==> config.mk <==
export PLATFORM = sky130hd
export DESIGN_NAME = alu_issue_queue_flat
export DESIGN_NICKNAME = d
export VERILOG_FILES = /design/src/rtl/alu_issue_queue_if.sv /design/src/rtl/alu_issue_queue.sv /design/src/flat_wrapper.sv
export SDC_FILE = /design/constraint.sdc
export NUM_CORES = 2
export LEC_CHECK = 0
export ABC_AREA = 0
export CAP_MARGIN = 30
export CORE_MARGIN = 2
export CORE_UTILIZATION = 55
export DETAILED_ROUTE_END_ITERATION = 8
export PLACE_DENSITY = 0.73
export SYNTH_ARGS = -nofsm -noshare
export SYNTH_HDL_FRONTEND = slang
export SYNTH_SLANG_ARGS = --single-unit
==> constraint.sdc <==
create_clock -name clk -period 5.4 [get_ports clk]
set_input_delay 1.08 -clock clk [delete_from_list [all_inputs] [get_ports clk]]
set_output_delay 1.08 -clock clk [all_outputs]
set_load 0.02 [all_outputs]
==> src/rtl/alu_issue_queue_if.sv <==
// Dispatch, result-broadcast and issue channels of the ALU issue queue.
// The master drives dispatch/CDB/iss_ready; the slave (the queue) answers.
interface alu_issue_queue_if #(
  parameter int WORD  = 64,
  parameter int DEPTH = 4,
  parameter int TAGW  = 6
);
  localparam int CW = $clog2(DEPTH + 1);

  // dispatch
  logic            disp_valid;
  logic            disp_ready;
  logic [3:0]      disp_ctrl;
  logic [TAGW-1:0] disp_rd_tag;
  logic            disp_s1_rdy;
  logic            disp_s2_rdy;
  logic [WORD-1:0] disp_s1_val;
  logic [WORD-1:0] disp_s2_val;
  logic [TAGW-1:0] disp_s1_tag;
  logic [TAGW-1:0] disp_s2_tag;
  // common data bus wakeup
  logic            cdb_valid;
  logic [TAGW-1:0] cdb_tag;
  logic [WORD-1:0] cdb_val;
  // issue to ALU
  logic            iss_valid;
  logic            iss_ready;
  logic [3:0]      iss_ctrl;
  logic [WORD-1:0] iss_data_1;
  logic [WORD-1:0] iss_data_2;
  logic [TAGW-1:0] iss_rd_tag;
  // occupancy
  logic [CW-1:0]   count;

  modport master (
    output disp_valid, disp_ctrl, disp_rd_tag, disp_s1_rdy, disp_s2_rdy,
           disp_s1_val, disp_s2_val, disp_s1_tag, disp_s2_tag,
           cdb_valid, cdb_tag, cdb_val, iss_ready,
    input  disp_ready, iss_valid, iss_ctrl, iss_data_1, iss_data_2,
           iss_rd_tag, count
  );

  modport slave (
    input  disp_valid, disp_ctrl, disp_rd_tag, disp_s1_rdy, disp_s2_rdy,
           disp_s1_val, disp_s2_val, disp_s1_tag, disp_s2_tag,
           cdb_valid, cdb_tag, cdb_val, iss_ready,
    output disp_ready, iss_valid, iss_ctrl, iss_data_1, iss_data_2,
           iss_rd_tag, count
  );
endinterface

==> src/rtl/alu_issue_queue.sv <==
// ALU issue queue: age-ordered compacting array of DEPTH entries.
// Entries wait for both source operands (captured from the CDB), the
// oldest ready entry is offered to the ALU, and issued entries are
// squeezed out so index 0 is always the oldest.
// Optional macro ISSUE_WAKEUP_BYPASS_EN: an entry woken by the current
// CDB broadcast may issue in the same cycle, with cdb_val forwarded onto
// the matching iss_data_* port.
module alu_issue_queue #(
  parameter int WORD  = 64,
  parameter int DEPTH = 4,
  parameter int TAGW  = 6
) (
  input  logic               clk,
  input  logic               rst_n,
  input  logic               flush,
  alu_issue_queue_if.slave   bus
);
  localparam int CW = $clog2(DEPTH + 1);
  localparam int IW = (DEPTH > 1) ? $clog2(DEPTH) : 1;

  typedef struct packed {
    logic            vld;
    logic [3:0]      ctrl;
    logic [TAGW-1:0] rd_tag;
    logic            s1_rdy;
    logic [TAGW-1:0] s1_tag;
    logic [WORD-1:0] s1_val;
    logic            s2_rdy;
    logic [TAGW-1:0] s2_tag;
    logic [WORD-1:0] s2_val;
  } ent_t;

  ent_t             ent_q   [DEPTH];
  ent_t             ent_d   [DEPTH];
  ent_t             woke    [DEPTH+1];  // top slot is a permanent empty filler for compaction
  ent_t             iss_src [DEPTH];
  ent_t             disp_ent;
  ent_t             sel_ent;
  logic [DEPTH-1:0] rdy;
  logic [IW-1:0]    sel;
  logic             any_rdy;
  logic             do_iss;
  logic             do_disp;
  logic [CW-1:0]    count_q;
  logic [CW-1:0]    count_d;
  logic [CW-1:0]    base;

  // Apply this cycle's CDB broadcast to every waiting source and derive readiness.
  always_comb begin
    woke[DEPTH] = '0;
    for (int i = 0; i < DEPTH; i++) begin
      woke[i] = ent_q[i];
      if (bus.cdb_valid && ent_q[i].vld) begin
        if (!ent_q[i].s1_rdy && ent_q[i].s1_tag == bus.cdb_tag) begin
          woke[i].s1_rdy = 1'b1;
          woke[i].s1_val = bus.cdb_val;
        end
        if (!ent_q[i].s2_rdy && ent_q[i].s2_tag == bus.cdb_tag) begin
          woke[i].s2_rdy = 1'b1;
          woke[i].s2_val = bus.cdb_val;
        end
      end
`ifdef ISSUE_WAKEUP_BYPASS_EN
      // issue view already carries the forwarded CDB value
      iss_src[i] = woke[i];
`else
      // woken entries only become visible to issue after the edge
      iss_src[i] = ent_q[i];
`endif
      rdy[i] = iss_src[i].vld && iss_src[i].s1_rdy && iss_src[i].s2_rdy;
    end
  end

  // Pick the oldest (lowest index) ready entry.
  always_comb begin
    sel     = '0;
    any_rdy = 1'b0;
    for (int i = DEPTH - 1; i >= 0; i--) begin
      if (rdy[i]) begin
        sel     = IW'(i);
        any_rdy = 1'b1;
      end
    end
  end

  assign sel_ent = iss_src[sel];

  // Flush kills the offer so a handshake can never appear to complete while clearing.
  assign bus.iss_valid  = any_rdy && !flush;
  assign bus.iss_ctrl   = sel_ent.ctrl;
  assign bus.iss_data_1 = sel_ent.s1_val;
  assign bus.iss_data_2 = sel_ent.s2_val;
  assign bus.iss_rd_tag = sel_ent.rd_tag;

  // A full queue refuses dispatch even if an issue frees a slot this cycle.
  assign bus.disp_ready = (count_q < CW'(DEPTH)) && !flush;
  assign bus.count      = count_q;

  assign do_iss  = bus.iss_valid && bus.iss_ready;
  assign do_disp = bus.disp_valid && bus.disp_ready;

  // Build the incoming entry, catching a wakeup that coincides with dispatch.
  always_comb begin
    disp_ent        = '0;
    disp_ent.vld    = 1'b1;
    disp_ent.ctrl   = bus.disp_ctrl;
    disp_ent.rd_tag = bus.disp_rd_tag;
    disp_ent.s1_rdy = bus.disp_s1_rdy;
    disp_ent.s1_tag = bus.disp_s1_tag;
    disp_ent.s1_val = bus.disp_s1_val;
    disp_ent.s2_rdy = bus.disp_s2_rdy;
    disp_ent.s2_tag = bus.disp_s2_tag;
    disp_ent.s2_val = bus.disp_s2_val;
    if (bus.cdb_valid && !bus.disp_s1_rdy && bus.disp_s1_tag == bus.cdb_tag) begin
      disp_ent.s1_rdy = 1'b1;
      disp_ent.s1_val = bus.cdb_val;
    end
    if (bus.cdb_valid && !bus.disp_s2_rdy && bus.disp_s2_tag == bus.cdb_tag) begin
      disp_ent.s2_rdy = 1'b1;
      disp_ent.s2_val = bus.cdb_val;
    end
  end

  // Next array: compact out the issued entry, then append dispatch at the first free slot.
  always_comb begin
    base    = count_q - CW'(do_iss);
    count_d = count_q + CW'(do_disp) - CW'(do_iss);
    for (int i = 0; i < DEPTH; i++) begin
      ent_d[i] = (do_iss && i >= int'(sel)) ? woke[i+1] : woke[i];
      if (do_disp && base == CW'(i)) ent_d[i] = disp_ent;
      if (flush) ent_d[i].vld = 1'b0;
    end
    if (flush) count_d = '0;
  end

  // Entry array and occupancy; reset drops every entry at once.
  always_ff @(posedge clk or negedge rst_n) begin
    if (!rst_n) begin
      for (int i = 0; i < DEPTH; i++) ent_q[i] <= '0;
      count_q <= '0;
    end else begin
      for (int i = 0; i < DEPTH; i++) ent_q[i] <= ent_d[i];
      count_q <= count_d;
    end
  end
endmodule

==> src/flat_wrapper.sv <==
// flat-port wrapper written by rule: the top's interface ports become plain ports
module alu_issue_queue_flat 
#(
  parameter int WORD  = 64,
  parameter int DEPTH = 4,
  parameter int TAGW  = 6
)
  (clk, rst_n, flush, bus_disp_valid, bus_disp_ctrl, bus_disp_rd_tag, bus_disp_s1_rdy, bus_disp_s2_rdy, bus_disp_s1_val, bus_disp_s2_val, bus_disp_s1_tag, bus_disp_s2_tag, bus_cdb_valid, bus_cdb_tag, bus_cdb_val, bus_iss_ready, bus_disp_ready, bus_iss_valid, bus_iss_ctrl, bus_iss_data_1, bus_iss_data_2, bus_iss_rd_tag, bus_count);
  alu_issue_queue_if #(.WORD(WORD), .DEPTH(DEPTH), .TAGW(TAGW)) bus_i ();
  input  logic clk;
  input  logic rst_n;
  input  logic flush;
  input wire logic [$bits(bus_i.disp_valid)-1:0] bus_disp_valid;
  input wire logic [$bits(bus_i.disp_ctrl)-1:0] bus_disp_ctrl;
  input wire logic [$bits(bus_i.disp_rd_tag)-1:0] bus_disp_rd_tag;
  input wire logic [$bits(bus_i.disp_s1_rdy)-1:0] bus_disp_s1_rdy;
  input wire logic [$bits(bus_i.disp_s2_rdy)-1:0] bus_disp_s2_rdy;
  input wire logic [$bits(bus_i.disp_s1_val)-1:0] bus_disp_s1_val;
  input wire logic [$bits(bus_i.disp_s2_val)-1:0] bus_disp_s2_val;
  input wire logic [$bits(bus_i.disp_s1_tag)-1:0] bus_disp_s1_tag;
  input wire logic [$bits(bus_i.disp_s2_tag)-1:0] bus_disp_s2_tag;
  input wire logic [$bits(bus_i.cdb_valid)-1:0] bus_cdb_valid;
  input wire logic [$bits(bus_i.cdb_tag)-1:0] bus_cdb_tag;
  input wire logic [$bits(bus_i.cdb_val)-1:0] bus_cdb_val;
  input wire logic [$bits(bus_i.iss_ready)-1:0] bus_iss_ready;
  output wire logic [$bits(bus_i.disp_ready)-1:0] bus_disp_ready;
  output wire logic [$bits(bus_i.iss_valid)-1:0] bus_iss_valid;
  output wire logic [$bits(bus_i.iss_ctrl)-1:0] bus_iss_ctrl;
  output wire logic [$bits(bus_i.iss_data_1)-1:0] bus_iss_data_1;
  output wire logic [$bits(bus_i.iss_data_2)-1:0] bus_iss_data_2;
  output wire logic [$bits(bus_i.iss_rd_tag)-1:0] bus_iss_rd_tag;
  output wire logic [$bits(bus_i.count)-1:0] bus_count;
  assign bus_i.disp_valid = bus_disp_valid;
  assign bus_i.disp_ctrl = bus_disp_ctrl;
  assign bus_i.disp_rd_tag = bus_disp_rd_tag;
  assign bus_i.disp_s1_rdy = bus_disp_s1_rdy;
  assign bus_i.disp_s2_rdy = bus_disp_s2_rdy;
  assign bus_i.disp_s1_val = bus_disp_s1_val;
  assign bus_i.disp_s2_val = bus_disp_s2_val;
  assign bus_i.disp_s1_tag = bus_disp_s1_tag;
  assign bus_i.disp_s2_tag = bus_disp_s2_tag;
  assign bus_i.cdb_valid = bus_cdb_valid;
  assign bus_i.cdb_tag = bus_cdb_tag;
  assign bus_i.cdb_val = bus_cdb_val;
  assign bus_i.iss_ready = bus_iss_ready;
  assign bus_disp_ready = bus_i.disp_ready;
  assign bus_iss_valid = bus_i.iss_valid;
  assign bus_iss_ctrl = bus_i.iss_ctrl;
  assign bus_iss_data_1 = bus_i.iss_data_1;
  assign bus_iss_data_2 = bus_i.iss_data_2;
  assign bus_iss_rd_tag = bus_i.iss_rd_tag;
  assign bus_count = bus_i.count;
  alu_issue_queue #(.WORD(WORD), .DEPTH(DEPTH), .TAGW(TAGW)) u_core (.clk(clk), .rst_n(rst_n), .flush(flush), .bus(bus_i));
endmodule
==> results.sh <==
export IMPL_finish_utilization_pct=65.1
export IMPL_die_w_um=264
export IMPL_yosysTopAreaCellShare_pct=41.2
export IMPL_clkLatencyLatePin_ps=620
export IMPL_setup_tns_final_ps=0
export IMPL_fillers=5392
export IMPL_vias=34364
export IMPL_syn_inst=4018
export IMPL_finalInstanceArea_um2=43700
export IMPL_max_clock_freq_mhz=194
export IMPL_grt_usage_pct=35.9
export IMPL_fin_ws_ps=250
export IMPL_p_per_area_nw_per_um2=464
export IMPL_dp_slack_ps=798
export IMPL_min_period_ps=5150
export IMPL_finClkSkew_ps=26.0
export IMPL_drtIter0Drc=3965
export IMPL_gp_congestion=0.852
export IMPL_nets=4347
export IMPL_syn_avg_cell_area_um2=9.29
export IMPL_cts_buffers_inserted=70
export IMPL_cts_resized=0
export IMPL_fin_crit_sh_pct=95.4
export IMPL_required_ps=4320
export IMPL_yosysTopAreaCell="dfrtp_1"
export IMPL_async_flop_share_pct=100
export IMPL_grt_max_degree=154
export IMPL_grt_pass1_vias=34001
export IMPL_synth_warning_count=0
export IMPL_synthTopCellsByArea="dfrtp_1 41%, mux2i_1 15%, nand2_1 5.9%, a221oi_1 3.9%, a211oi_1 2.8%"
export IMPL_ant_nets=0
export IMPL_ys_types=51
export IMPL_tritoncts="yes"
export IMPL_initial_core_util_pct=55.6
export IMPL_endpoint_kind="output port"
export IMPL_worstPathMaxFanout=111
export IMPL_port_buffers=370
export IMPL_layout_drive_gt1_share_pct=6.96
export IMPL_cts_sinks=615
export IMPL_ys_flop_type="dfrtp_1"
export IMPL_hold_violations=0
export IMPL_synth_seq_cells=615
export IMPL_status="finished clean"
export IMPL_setup_viol=0
export IMPL_drcViolationCount=0
export IMPL_rows=95
export IMPL_post_cts_setup_buffers=0
export IMPL_crit_type="flop to output port"
export IMPL_dieArea_um2=69900
export IMPL_slew_violations=0
export IMPL_grt_pass1_wl_um=199000
export IMPL_rsz0062_at_grt="no"
export IMPL_area_growth_pct=17.2
export IMPL_root_buffer="clkbuf_16"
export IMPL_power_mw=20.3
export IMPL_reg2regPathDepth=12
export IMPL_multi_input_area_um2=19800
export IMPL_max_slew_margin_rel_pct=29.2
export IMPL_holdBufCountCts=0
export IMPL_antenna_found_initial=3
export IMPL_core_area_um2=67200
export IMPL_layout_area_seq_um2=15400
export IMPL_cts_max_path_buffers=3
export IMPL_synth_edf_count=0
export IMPL_h_tree_depth=3
export IMPL_cp_common_cell="and2_1"
export IMPL_worstPathArrival_ps=4070
export IMPL_leakagePower_nw=18.2
export IMPL_synth_area_um2=37300
export IMPL_wl_per_cell_um=25.5
export IMPL_ir_drop_v=0.000271
export IMPL_seq_area_frac_synth_pct=41.2
export IMPL_startpoint_type="flop"
export IMPL_place_hpwl_um=72900
export IMPL_die_h_um=264
export IMPL_maxCapViolCount=0
export IMPL_tightest_slew_ps=1060
export IMPL_cts_clk_slew_worst_paths_ps=70
export IMPL_max_stage_delay_ps=720
export IMPL_dr_pass1_iters=6
export IMPL_via_per_inst=6.81
export IMPL_routed_wl_um=129000
export IMPL_placed_cell_area_um2=41300
export IMPL_worst_path_max_delay_cell="clkdlybuf4s50_1"
export IMPL_overflow=0
export IMPL_synth_net_count=4251
export IMPL_crit_chain="nand3_1 > and2_1 > nor2b_4 > buf_12 > and2_1 > a211oi_1 > a31oi_1 > clkdlybuf4s50_1"
export IMPL_ios=371
export IMPL_min_path_type="input pin to asynchronous set/reset pin"
-- cells in the mapped netlist, types with 69 or more instances --
master	n
dfrtp_1	615
nand2_1	583
mux2i_1	562
nor2_1	250
clkbuf_1	233
a221oi_1	166
buf_2	164
a31oi_1	162
a211oi_1	139
o22ai_1	130
o221ai_1	116
o21ai_0	112
a21oi_1	92
and2_1	78
nor3_1	72
nand2b_1	70
inv_1	69
-- final timing paths --
path	slack [ps]	end	from
hold reg to reg	540	u_core.ent_q[148]	u_core.ent_q[148]
setup / recovery	250	bus_iss_data_2[2]	u_core.ent_q[529]
max in group asynchronous	3690	u_core.ent_q[274]	rst_n
hold / removal	450	u_core.ent_q[390]	rst_n
setup reg to reg	1350	u_core.ent_q[433]	u_core.ent_q[529]
min in group clk	540	u_core.ent_q[148]	u_core.ent_q[148]
-- worst max-delay path, delay by kind of cell (launching register included) --
family          cells  cell delay (ps)
compound gates      2              500
buf+inv             2             1170
flops               1              420
simple gates        4             1280
-- kinds of logic (layout without fill, tap and decap cells) --
| logic type | count (synthesis) | after routing | synth area share [%] |
|---|---|---|---|
| AND/OR/NAND/NOR | 1110 | 1110 | 12.9 |
| buffers and inverters | 511 | 661 | 6.28 |
| adder cells (fa/ha/maj) | 5 | 5 | 0.188 |
| multiplexers | 565 | 565 | 15.2 |
| other | 0 | 3 | 0 |
| AO/OA/AOI/OAI | 1150 | 1150 | 22.7 |
| XOR/XNOR | 62 | 62 | 1.46 |
| flip-flops | 615 | 615 | 41.2 |
-- registers in the layout, summed over array words and instances (netlist names) --
name / cells
u_core.bus.count: 3
u_core.ent_q: 612
-- cells in the final DEF, fill, tap and decap left out, drive strengths merged, types with 15 or more instances in the layout --
master         count
xnor2             38
a21oi             92
clkinv            15
a21o              66
inv               74
a31oi            162
a221oi           192
and2              79
o21ai            113
o221ai           128
nand2b            70
dfrtp            615
nand2            584
mux2i            562
o21a              64
clkdlybuf4s50    369
o22a              64
nor3              74
o22ai            130
a211oi           139
clkbuf            95
xor2              24
buf               97
nor2             254
-- routing by layer --
layer	up-vias	routed length (µm)	global-route usage [%]
li1	14954	-	-
met1	16910	51600	48.1
met2	2133	58100	55.6
met3	367	13000	7.05
met4	0	6000	18.7
met5	-	0	0
-- where the power goes --
part           switching [mW]  leakage (nW)  total (mW)  internal [mW]
sequential               1.39          7.65        7.97           6.58
clock                    2.02          1.17        4.95           2.94
combinational            3.89          9.35        7.35           3.46
-- through the flow --
step / hold WS, ps / cells
2_1_floorplan: 513 / 4018
3_3_place_gp: 531 / 4913
3_5_place_dp: 532 / 4915
4_1_cts: 509 / 5041
5_1_grt: 528 / 5044
6_report: 454 / 5044
-- area by class of cell --
| type | count | share of cell area, % |
|---|---|---|
| multi-input cells | 2892 | 45.2 |
| flip-flops and latches | 615 | 35.2 |
| repair buffers | 466 | 11.1 |
| clock buffers | 95 | 4.64 |
| well taps | 873 | 2.50 |
| clock inverters | 31 | 0.784 |
| inverters | 69 | 0.592 |
| diodes | 3 | 0.0172 |
Power figures use the tool's default switching activity.
